`src/rtl/fp4_fft_stream_ctrl.sv`:
```
// Streaming front/back end for the FP4 FFT core: loads one frame of samples,
// kicks the transform, waits for completion, then streams the bins back out.
module fp4_fft_stream_ctrl #(
    parameter int MAX_N          = 32,
    parameter int ADDR_WIDTH     = $clog2(MAX_N),
    parameter int TIMEOUT_CYCLES = 4096
) (
    input  logic                  clk,
    input  logic                  rst,
    input  logic                  s_valid,
    output logic                  s_ready,
    input  logic [7:0]            s_data,
    output logic                  m_valid,
    input  logic                  m_ready,
    output logic [7:0]            m_data,
    output logic [ADDR_WIDTH-1:0] m_index,
    output logic                  m_last,
    output logic                  fft_wr_en,
    output logic [ADDR_WIDTH-1:0] fft_wr_addr,
    output logic [7:0]            fft_wr_data,
    output logic [ADDR_WIDTH-1:0] fft_rd_addr,
    input  logic [7:0]            fft_rd_data,
    output logic                  fft_start,
    input  logic                  fft_done,
    output logic                  busy,
    output logic                  err,
    output logic [7:0]            frame_cnt
);

    localparam logic [2:0] S_LOAD     = 3'd0;
    localparam logic [2:0] S_KICK     = 3'd1;
    localparam logic [2:0] S_WAIT     = 3'd2;
    localparam logic [2:0] S_RD_ISSUE = 3'd3;
    localparam logic [2:0] S_RD_WAIT  = 3'd4;
    localparam logic [2:0] S_OUT_HOLD = 3'd5;

    localparam int                    TW     = (TIMEOUT_CYCLES > 1) ? $clog2(TIMEOUT_CYCLES) : 1;
    localparam logic [ADDR_WIDTH-1:0] LAST_A = ADDR_WIDTH'(MAX_N - 1);
    localparam logic [TW-1:0]         LAST_T = TW'(TIMEOUT_CYCLES - 1);

    logic [2:0]            state_q, state_d;
    logic [ADDR_WIDTH-1:0] load_cnt_q, load_cnt_d;
    logic [ADDR_WIDTH-1:0] rd_cnt_q, rd_cnt_d;
    logic [TW-1:0]         timer_q, timer_d;
    logic [7:0]            m_data_q, m_data_d;
    logic                  err_q, err_d;
    logic [7:0]            frame_q, frame_d;
    logic                  accept;

    // Gate with rst so nothing handshakes while the block is held in reset.
    assign s_ready = (state_q == S_LOAD) && rst;
    assign accept  = s_ready && s_valid;

    always_comb begin
        state_d    = state_q;
        load_cnt_d = load_cnt_q;
        rd_cnt_d   = rd_cnt_q;
        timer_d    = timer_q;
        m_data_d   = m_data_q;
        err_d      = err_q;
        frame_d    = frame_q;
        case (state_q)
            S_LOAD: begin
                if (accept) begin
                    if (load_cnt_q == LAST_A) begin
                        load_cnt_d = '0;
                        state_d    = S_KICK;
                    end else begin
                        load_cnt_d = load_cnt_q + 1'b1;
                    end
                end
            end
            S_KICK: begin
                timer_d = '0;
                state_d = S_WAIT;
            end
            S_WAIT: begin
                timer_d = timer_q + 1'b1;
                // Completion on the final cycle still counts as success.
                if (fft_done) begin
                    rd_cnt_d = '0;
                    state_d  = S_RD_ISSUE;
                end else if (timer_q == LAST_T) begin
                    err_d      = 1'b1;
                    load_cnt_d = '0;
                    state_d    = S_LOAD;
                end
            end
            S_RD_ISSUE: state_d = S_RD_WAIT;
            S_RD_WAIT: begin
                m_data_d = fft_rd_data;
                state_d  = S_OUT_HOLD;
            end
            S_OUT_HOLD: begin
                if (m_ready) begin
                    if (rd_cnt_q == LAST_A) begin
                        rd_cnt_d = '0;
                        frame_d  = frame_q + 8'd1;
                        state_d  = S_LOAD;
                    end else begin
                        rd_cnt_d = rd_cnt_q + 1'b1;
                        state_d  = S_RD_ISSUE;
                    end
                end
            end
            default: state_d = S_LOAD;
        endcase
    end

    always_ff @(posedge clk or negedge rst) begin
        if (!rst) begin
            state_q    <= S_LOAD;
            load_cnt_q <= '0;
            rd_cnt_q   <= '0;
            timer_q    <= '0;
            m_data_q   <= '0;
            err_q      <= 1'b0;
            frame_q    <= '0;
        end else begin
            state_q    <= state_d;
            load_cnt_q <= load_cnt_d;
            rd_cnt_q   <= rd_cnt_d;
            timer_q    <= timer_d;
            m_data_q   <= m_data_d;
            err_q      <= err_d;
            frame_q    <= frame_d;
        end
    end

    assign fft_wr_en   = accept;
    assign fft_wr_addr = load_cnt_q;
    assign fft_wr_data = accept ? s_data : 8'd0;
    assign fft_rd_addr = rd_cnt_q;
    assign fft_start   = (state_q == S_KICK);
    assign m_valid     = (state_q == S_OUT_HOLD);
    assign m_data      = m_data_q;
    assign m_index     = rd_cnt_q;
    assign m_last      = m_valid && (rd_cnt_q == LAST_A);
    assign busy        = (state_q != S_LOAD);
    assign err         = err_q;
    assign frame_cnt   = frame_q;

endmodule

```
`config.mk`:
```
export PLATFORM = sky130hd
export DESIGN_NAME = fp4_fft_stream_ctrl
export DESIGN_NICKNAME = d
export VERILOG_FILES = /design/src/rtl/fp4_fft_stream_ctrl.sv
export SDC_FILE = /design/constraint.sdc
export NUM_CORES = 1
export LEC_CHECK = 0
export CAP_MARGIN = 15
export CORE_ASPECT_RATIO = 0.8
export CORE_UTILIZATION = 40
export CTS_CLUSTER_SIZE = 16
export DETAILED_ROUTE_END_ITERATION = 16
export DONT_BUFFER_PORTS = 1
export PLACE_DENSITY_LB_ADDON = 0.08
export RECOVER_POWER = 100
export SYNTH_ARGS = -nofsm -noshare
export SYNTH_HDL_FRONTEND = slang
export SYNTH_SLANG_ARGS = --single-unit
export TNS_END_PERCENT = 20
```
`constraint.sdc`:
```
create_clock -name clk -period 2.1 [get_ports clk]
set_input_delay 0.42 -clock clk [delete_from_list [all_inputs] [get_ports clk]]
set_output_delay 0.42 -clock clk [all_outputs]
set_load 0.02 [all_outputs]
```
==> qor.yml, run 1 <==
cells_and_area:
  finalInstanceArea_sq_um: 2360
  area.growth.synth_to_final_pct: 9.86
  post_route_cells_drive_above_1_share_pct: 17.7
  layout.cells.most_common_list: "sky130_fd_sc_hd__dfrtp_1, sky130_fd_sc_hd__nand2_1, sky130_fd_sc_hd__o21ai_0"
  final_layout_fill_cell_count: 478
  multi_input_area_sq_um: 981
  layout.area.seq_sq_um: 1050
  nets: 241
  antenna-diode-count: 0
  commonest_non_fill_non_tap_cell_in_the_layout: "sky130_fd_sc_hd__dfrtp_1"
global_routing:
  pin_count_of_the_biggest_net_entering_global_routing: 43
  first_global_vias: 1660
  grt_remaining_overflow: 0
  global_route_wire_length_before_repair_microns: 7730
  grt_antenna_before_repair: 0
  groute.usage.overall_pct: 17.7
run_status:
  violated_checks: "design-rule violations"
  status: "finished, violations left"
setup_path:
  critical_path_peak_fanout: 7
  worst-path-buf-inv: 1
  critPathKind: "reg2out"
  r2r-start: "state_q[0]"
  cp_data_required_time_ns: 1.68
  crit_path_max_incr_delay_ns: 0.39
  r2r_end: "timer_q[6]"
  critical_path.startpoint: "fft_rd_addr[0]"
  cp_data_arrival_time_ns: 1.59
  crit_path_cell_trace: "ha_2 > and3_1 > ha_1 > buf_4 > and3_4"
  endpoint_kind: "primary output"
  worst-r2r-setup-slack_ns: 0.18
  critical_path.slowest_cell: "sky130_fd_sc_hd__dfrtp_1"
  worst_path_dominant_cell_family: "flip-flops"
  r2r.worst_path.cells: 5
  worstSetupStartpointType: "flip-flop"
timing:
  setup-violations-final: 0
  finalHoldViolations: 0
  setup_tns_ns: 0
  worst_pin_slew_ns: 1.02
  finalClockSkew_ns: 0.00850
  fmaxAchievable_mhz: 498
  worst_slew_margin_rel_pct: 31.7
  min_period_over_period_pct: 95.7
  min_period_ns: 2.01
  drv_slew: 0
pwr:
  swShare_pct: 39.1
  internal_power_uw: 1670
  combinationalPowerShare_pct: 30.1
  power.ir.vdd_worst_mv: 0.603
  share_clk_of_total_power_pct: 21.9
  seqPwrFrac_pct: 48.0
  leakagePower_uw: 0.00110
  power_per_cell_area_nw_per_um2: 1170
  switching_power_uw: 1070
floorplan:
  ios: 67
  dieWidth_microns: 83.9
  coreArea_sq_um: 5090
  chipHeight_microns: 67.5
  initial_utilization_pct: 42.1
  num_rows: 23
  fp.dieArea_sq_um: 5660
placement:
  finalWeightedCongestion: 0.827
  buffer_ports.inserted: 0
  dp_hpwl_microns: 3260
  dpl_cell_area_sq_um: 2260
synth:
  ys_ff_latch: 42
  synth_cell_types: 44
  synth_edf_count: 0
  post_synthesis_cell_area_sq_um: 2140
  yosysWarningCount: 0
  synth_cells: 201
  synth_area_leader_cell: "sky130_fd_sc_hd__dfrtp_1"
  synth_top_cell_area_share_pct: 49.0
  synth_net_count: 228
  synth_ff_type: "sky130_fd_sc_hd__dfrtp_1"
  async_reset_ff_share_pct: 100
  synth.avg_cell_area_sq_um: 10.7
  synth.yosys.seq_area_share_pct: 49.0
  netlist_top_cells_area: "sky130_fd_sc_hd__dfrtp_1, sky130_fd_sc_hd__mux2_2, sky130_fd_sc_hd__ha_1"
min_path:
  start_point_of_the_worst_min_delay_path: "fft_done"
  hold-path-cell-count: 2
  hold_path_end: "state_q[0]"
  worstHoldPathType: "in2reg"
routing:
  totalWireLength_microns: 4590
  antenna_violating_nets_post_route: 0
  drt_first_pass_iters: 11
  dr_total_vias: 1605
  detail_route.wl_per_cell_microns: 16.6
  drt-initial-drc-count: 80
  via_per_inst: 5.79
  remaining_drc_errors: 18
cts:
  cts_tree: "yes"
  clk_pin_slew_ns: 0.08
  clock-sinks: 42
  numCtsBuffers: 5
  cts.htree.levels: 2
  clock_latency_late_sink_ns: 0.29
  post_cts_buffers: 0
  ctsRootBufferMaster: "sky130_fd_sc_hd__clkbuf_8"
  clock_tree.buffer_depth: 2
run:
  max_cap_viol_count: 0
[sequential cells by signal, summed over array words and instances (netlist names)]
name and flops:
err 1, fft_rd_addr 5, fft_wr_addr 5, frame_cnt 8, m_data 8, state_q 3
timer_q 12
[cell families after synthesis]
group,after synthesis,share of synthesized area (%)
AO/OA/AOI/OAI,43,13.4
XOR/XNOR,8,3.27
adder cells (fa/ha/maj),6,3.50
buffers and inverters,19,5.08
flip-flops,42,49.0
multiplexers,9,4.73
AND/OR/NAND/NOR,74,21.0
[per-stage QoR]
| step | std cells | worst slack, ns | power (uW) | utilization (%) | hold slack, ns |
|---|---|---|---|---|---|
| 2_1_floorplan | 201 | 0.0298 | 1940 | - | 0.124 |
| 3_3_place_gp | 267 | 0.220 | 2120 | 44.4 | 0.126 |
| 3_5_place_dp | 267 | 0.169 | 2150 | 44.4 | 0.126 |
| 4_1_cts | 277 | -0.0112 | 2790 | 47.2 | 0.229 |
| 5_1_grt | 277 | -0.0100 | 2940 | 46.3 | 0.247 |
| 6_report | 277 | 0.0910 | 2750 | 46.3 | 0.238 |
[Yosys cell counts (all sizes together), types with 4 or more instances]
cell,n
dfrtp,42
nand2,15
o21ai,13
buf,10
and2,9
and3,9
mux2,9
nand3,9
inv,7
ha,6
nand4,6
o31ai,6
nor3,5
o211ai,5
xnor2,5
a21o,4
a21oi,4
[per-layer routing]
metal	part of all wire [%]	global-route usage, %	routed length [microns]
met1	45	21.1	2070
met2	47	30.4	2150
met3	6.2	4.89	284
met4	1.8	7.97	83
met5	0	0	0
[cell type report]
type	instances	area share, %
clock buffer	8	4.67
timing repair buffer	18	4.62
inverter	7	1.12
multi-input combinational	140	41.6
tap	62	3.29
sequential	42	44.7
[worst max path at each step]
stage,to,slack (ns),cells after the start
after floorplan,fft_rd_addr[3],0.03,6
after global placement,fft_rd_addr[3],0.22,6
after detailed placement,fft_rd_addr[3],0.17,6
after CTS,m_last,-0.01,5
after global routing,fft_wr_data[6],-0.01,4
final,m_last,0.09,5
[power groups by stage]
stage | logic [uW] | registers, uW | clock network (uW)
2_1_floorplan | 659 | 1280 | 0
3_3_place_gp | 803 | 1320 | 0
3_5_place_dp | 825 | 1320 | 0
4_1_cts | 854 | 1310 | 626
5_1_grt | 927 | 1350 | 664
6_report | 827 | 1320 | 600
[what timing repair did]
item | CTS | global route
hold endpoints to repair | 42 | 0
hold buffers | 2 | 0
resized for setup | 1 | 9
gates cloned | 0 | 0
endpoints found under the setup margin | 9 | 9
No activity file was read; power rests on OpenSTA's default activity.
==> run 2: changes to the inputs <==
--- a/config.mk
+++ b/config.mk
@@ -11,7 +11,7 @@
 export CTS_CLUSTER_SIZE = 16
 export DETAILED_ROUTE_END_ITERATION = 16
 export DONT_BUFFER_PORTS = 1
-export PLACE_DENSITY_LB_ADDON = 0.08
+export GPL_TIMING_DRIVEN = 0
 export RECOVER_POWER = 100
 export SYNTH_ARGS = -nofsm -noshare
 export SYNTH_HDL_FRONTEND = slang
==> run 2 against run 1 <==
Effect of this change:
- the flow still finishes with violations (design-rule violations)
- worst setup slack got worse by 0.0049 ns
- utilization grew 1.3 points
- combinational power is 4.1% higher
- critical endpoint is now fft_wr_data[2]
- largest power group unchanged
- highest routed layer unchanged
==> qor.yml, run 2 (same netlist as run 1, synthesis figures left out) <==
run_status:
  status: "finished, violations left"  # unchanged
  violated_checks: "design-rule violations"  # unchanged
setup_path:
  cp_data_required_time_ns: 1.68  # about the same
  worst-path-buf-inv: 3  # was 1
  worst-r2r-setup-slack_ns: 0.10  # was 0.18 ns
  crit_path_cell_trace: "buf_6 > nor3_4 > nand3_4 > inv_1 > buf_6 > and2_4"  # was ha_2 > and3_1 > ha_1 > buf_4 > and3_4
  worst_path_dominant_cell_family: "simple AND/OR/NAND/NOR gates"  # was flip-flops
  critPathKind: "reg2out"  # unchanged
  critical-path-top-cell-by-count: "sky130_fd_sc_hd__buf_6"
  critical_path_peak_fanout: 10  # was 7
  worstSetupStartpointType: "flip-flop"  # unchanged
  crit_path_max_incr_delay_ns: 0.39  # about the same
  critical_path.slowest_cell: "sky130_fd_sc_hd__dfrtp_1"  # unchanged
  r2r_end: "fft_rd_addr[3]"  # was timer_q[6]
  cp_data_arrival_time_ns: 1.59  # about the same
  r2r-start: "fft_rd_addr[0]"  # was state_q[0]
  r2r.worst_path.cells: 6  # was 5
  endpoint_kind: "primary output"  # unchanged
floorplan:
  dieWidth_microns: 83.9  # unchanged
  initial_utilization_pct: 42.1  # unchanged
  num_rows: 23  # unchanged
  fp.dieArea_sq_um: 5660  # unchanged
  chipHeight_microns: 67.5  # unchanged
  ios: 67  # unchanged
  coreArea_sq_um: 5090  # unchanged
cts:
  numCtsBuffers: 5  # unchanged
  clock_latency_late_sink_ns: 0.30  # was 0.29 ns
  clock-sinks: 42  # unchanged
  cts_tree: "yes"  # unchanged
  clock_tree.buffer_depth: 2  # unchanged
  clk_pin_slew_ns: 0.08  # about the same
  cts.htree.levels: 2  # unchanged
  ctsRootBufferMaster: "sky130_fd_sc_hd__clkbuf_8"  # unchanged
cells_and_area:
  finalInstanceArea_sq_um: 2420  # was 2360 sq um
  commonest_non_fill_non_tap_cell_in_the_layout: "sky130_fd_sc_hd__dfrtp_1"  # unchanged
  layout.cells.most_common_list: "sky130_fd_sc_hd__dfrtp_1, sky130_fd_sc_hd__nand2_1, sky130_fd_sc_hd__o21ai_0, sky130_fd_sc_hd__mux2_2, sky130_fd_sc_hd__clkbuf_1"  # was sky130_fd_sc_hd__dfrtp_1, sky130_fd_sc_hd__nand2_1, sky130_fd_sc_hd__o21ai_0
  antenna-diode-count: 0  # unchanged
  layout.core_utilization_pct: 47.5  # was 46.3%
  post_route_cells_drive_above_1_share_pct: 22.1  # was 17.7%
  nets: 239  # was 241
  largest_reg_flops: 12  # unchanged
  largest-register: "timer_q"  # unchanged
  area.growth.synth_to_final_pct: 12.8  # was 9.86%
placement:
  buffer_ports.inserted: 0  # unchanged
  dp_hpwl_microns: 2920  # was 3260 microns
  dpl_cell_area_sq_um: 2220  # was 2260 sq um
  finalWeightedCongestion: 0.780  # was 0.827
timing:
  setup_tns_ns: 0  # unchanged
  drv_slew: 0  # unchanged
  unrepaired_setup_endpoints_after_global_routing: "false"
  fin_hold_ws_ns: 0.229  # was 0.238 ns
  worst_pin_slew_ns: 1.05  # was 1.02 ns
  finalHoldViolations: 0  # unchanged
  fmaxAchievable_mhz: 497  # was 498 MHz
  setup-violations-final: 0  # unchanged
  min_period_over_period_pct: 95.9  # was 95.7%
  finalClockSkew_ns: 0.00870  # was 0.00850 ns
  worst_slew_margin_rel_pct: 30.2  # was 31.7%
  min_period_ns: 2.01  # about the same
global_routing:
  grt_antenna_before_repair: 0  # unchanged
  first_global_vias: 1474  # was 1,660
  layer_with_the_highest_usage: "met2"  # unchanged
  pin_count_of_the_biggest_net_entering_global_routing: 43  # unchanged
  grt_util_met2_pct: 25.1  # was 30.4%
  grt_remaining_overflow: 0  # unchanged
  use_met1_pct: 22.7  # was 21.1%
  groute.usage.overall_pct: 16.5  # was 17.7%
  global_route_wire_length_before_repair_microns: 7180  # was 7730 microns
  groute.layer.met3.usage_pct: 5.26  # was 4.89%
pwr:
  post-layout-total-power_uw: 2810  # was 2750 uW
  power.ir.vdd_worst_mv: 0.613  # was 0.603 mV
  power_per_cell_area_nw_per_um2: 1160  # was 1170 nW/um^2
  leakagePower_uw: 0.00111  # was 0.00110 uW
routing:
  remaining_drc_errors: 10  # was 18
  via_per_inst: 5.66  # was 5.79
  drt_first_pass_iters: 10  # was 11
  detail_route.wl_per_cell_microns: 15.9  # was 16.6 microns
  drt-initial-drc-count: 104  # was 80
  totalWireLength_microns: 4380  # was 4590 microns
  antenna_violating_nets_post_route: 0  # unchanged
  dr_total_vias: 1556  # was 1,605
min_path:
  start_point_of_the_worst_min_delay_path: "fft_done"  # unchanged
  hold_path_end: "state_q[0]"  # unchanged
  hold-path-cell-count: 2  # unchanged
  worstHoldPathType: "in2reg"  # unchanged
run:
  max_cap_viol_count: 0  # unchanged
[run 2: worst max path at each step]
stage / from / to / slack (ns) / depth (start not counted)
floorplan: fft_rd_addr[0] / fft_rd_addr[3] / 0.03 / 6
global placement: fft_rd_addr[0] / fft_rd_addr[3] / -0.13 / 6
detailed placement: fft_rd_addr[0] / fft_rd_addr[3] / -0.15 / 6
CTS: fft_rd_addr[0] / fft_rd_addr[3] / 0.02 / 6
global route: state_q[1] / fft_wr_data[2] / 0.004 / 6
finish: state_q[1] / fft_wr_data[2] / 0.09 / 6
[run 2: what timing repair did]
action,CTS,global route
hold endpoints to repair,42,0
setup endpoints to repair,11,11
hold buffers,2,0
pin swaps,0,3
resized for setup,19,14
setup buffers,0,2
[run 2: area by class of cell]
type,instances,area [sq um]
Clock buffer,7,76.3
Inverter,7,26.3
Tap cell,62,77.6
Sequential cell,42,1050
Multi-Input combinational cell,140,1060
Fill cell,489,2670
Timing Repair Buffer,4,30.0
Clock inverter,1,30.0
Buffer,12,66.3
[run 2: metrics by stage]
step	setup WS [ns]	std cells
floorplan	0.0298	201
global placement	-0.133	263
detailed placement	-0.145	263
CTS	0.0212	273
global route	0.00439	275
finish	0.0862	275
[run 2: worst register-to-register path, cell delays in order (launching register included)]
cell and delay, ns:
sky130_fd_sc_hd__dfrtp_2 0.50, sky130_fd_sc_hd__ha_4 0.20, sky130_fd_sc_hd__and3_4 0.18, sky130_fd_sc_hd__ha_4 0.18, sky130_fd_sc_hd__or2_4 0.27, sky130_fd_sc_hd__or4_1 0.50, sky130_fd_sc_hd__o211ai_1 0.09
[run 2: power breakdown]
group	switching [uW]	internal, uW
logic	483	378
registers	329	982
clock network	277	356
total	1090	1720
[run 2: per-layer routing]
layer | wire, microns | share of wire [%]
met4 | 48 | 1.1
met3 | 257 | 5.9
met2 | 1880 | 43
met1 | 2190 | 50
met5 | 0 | 0
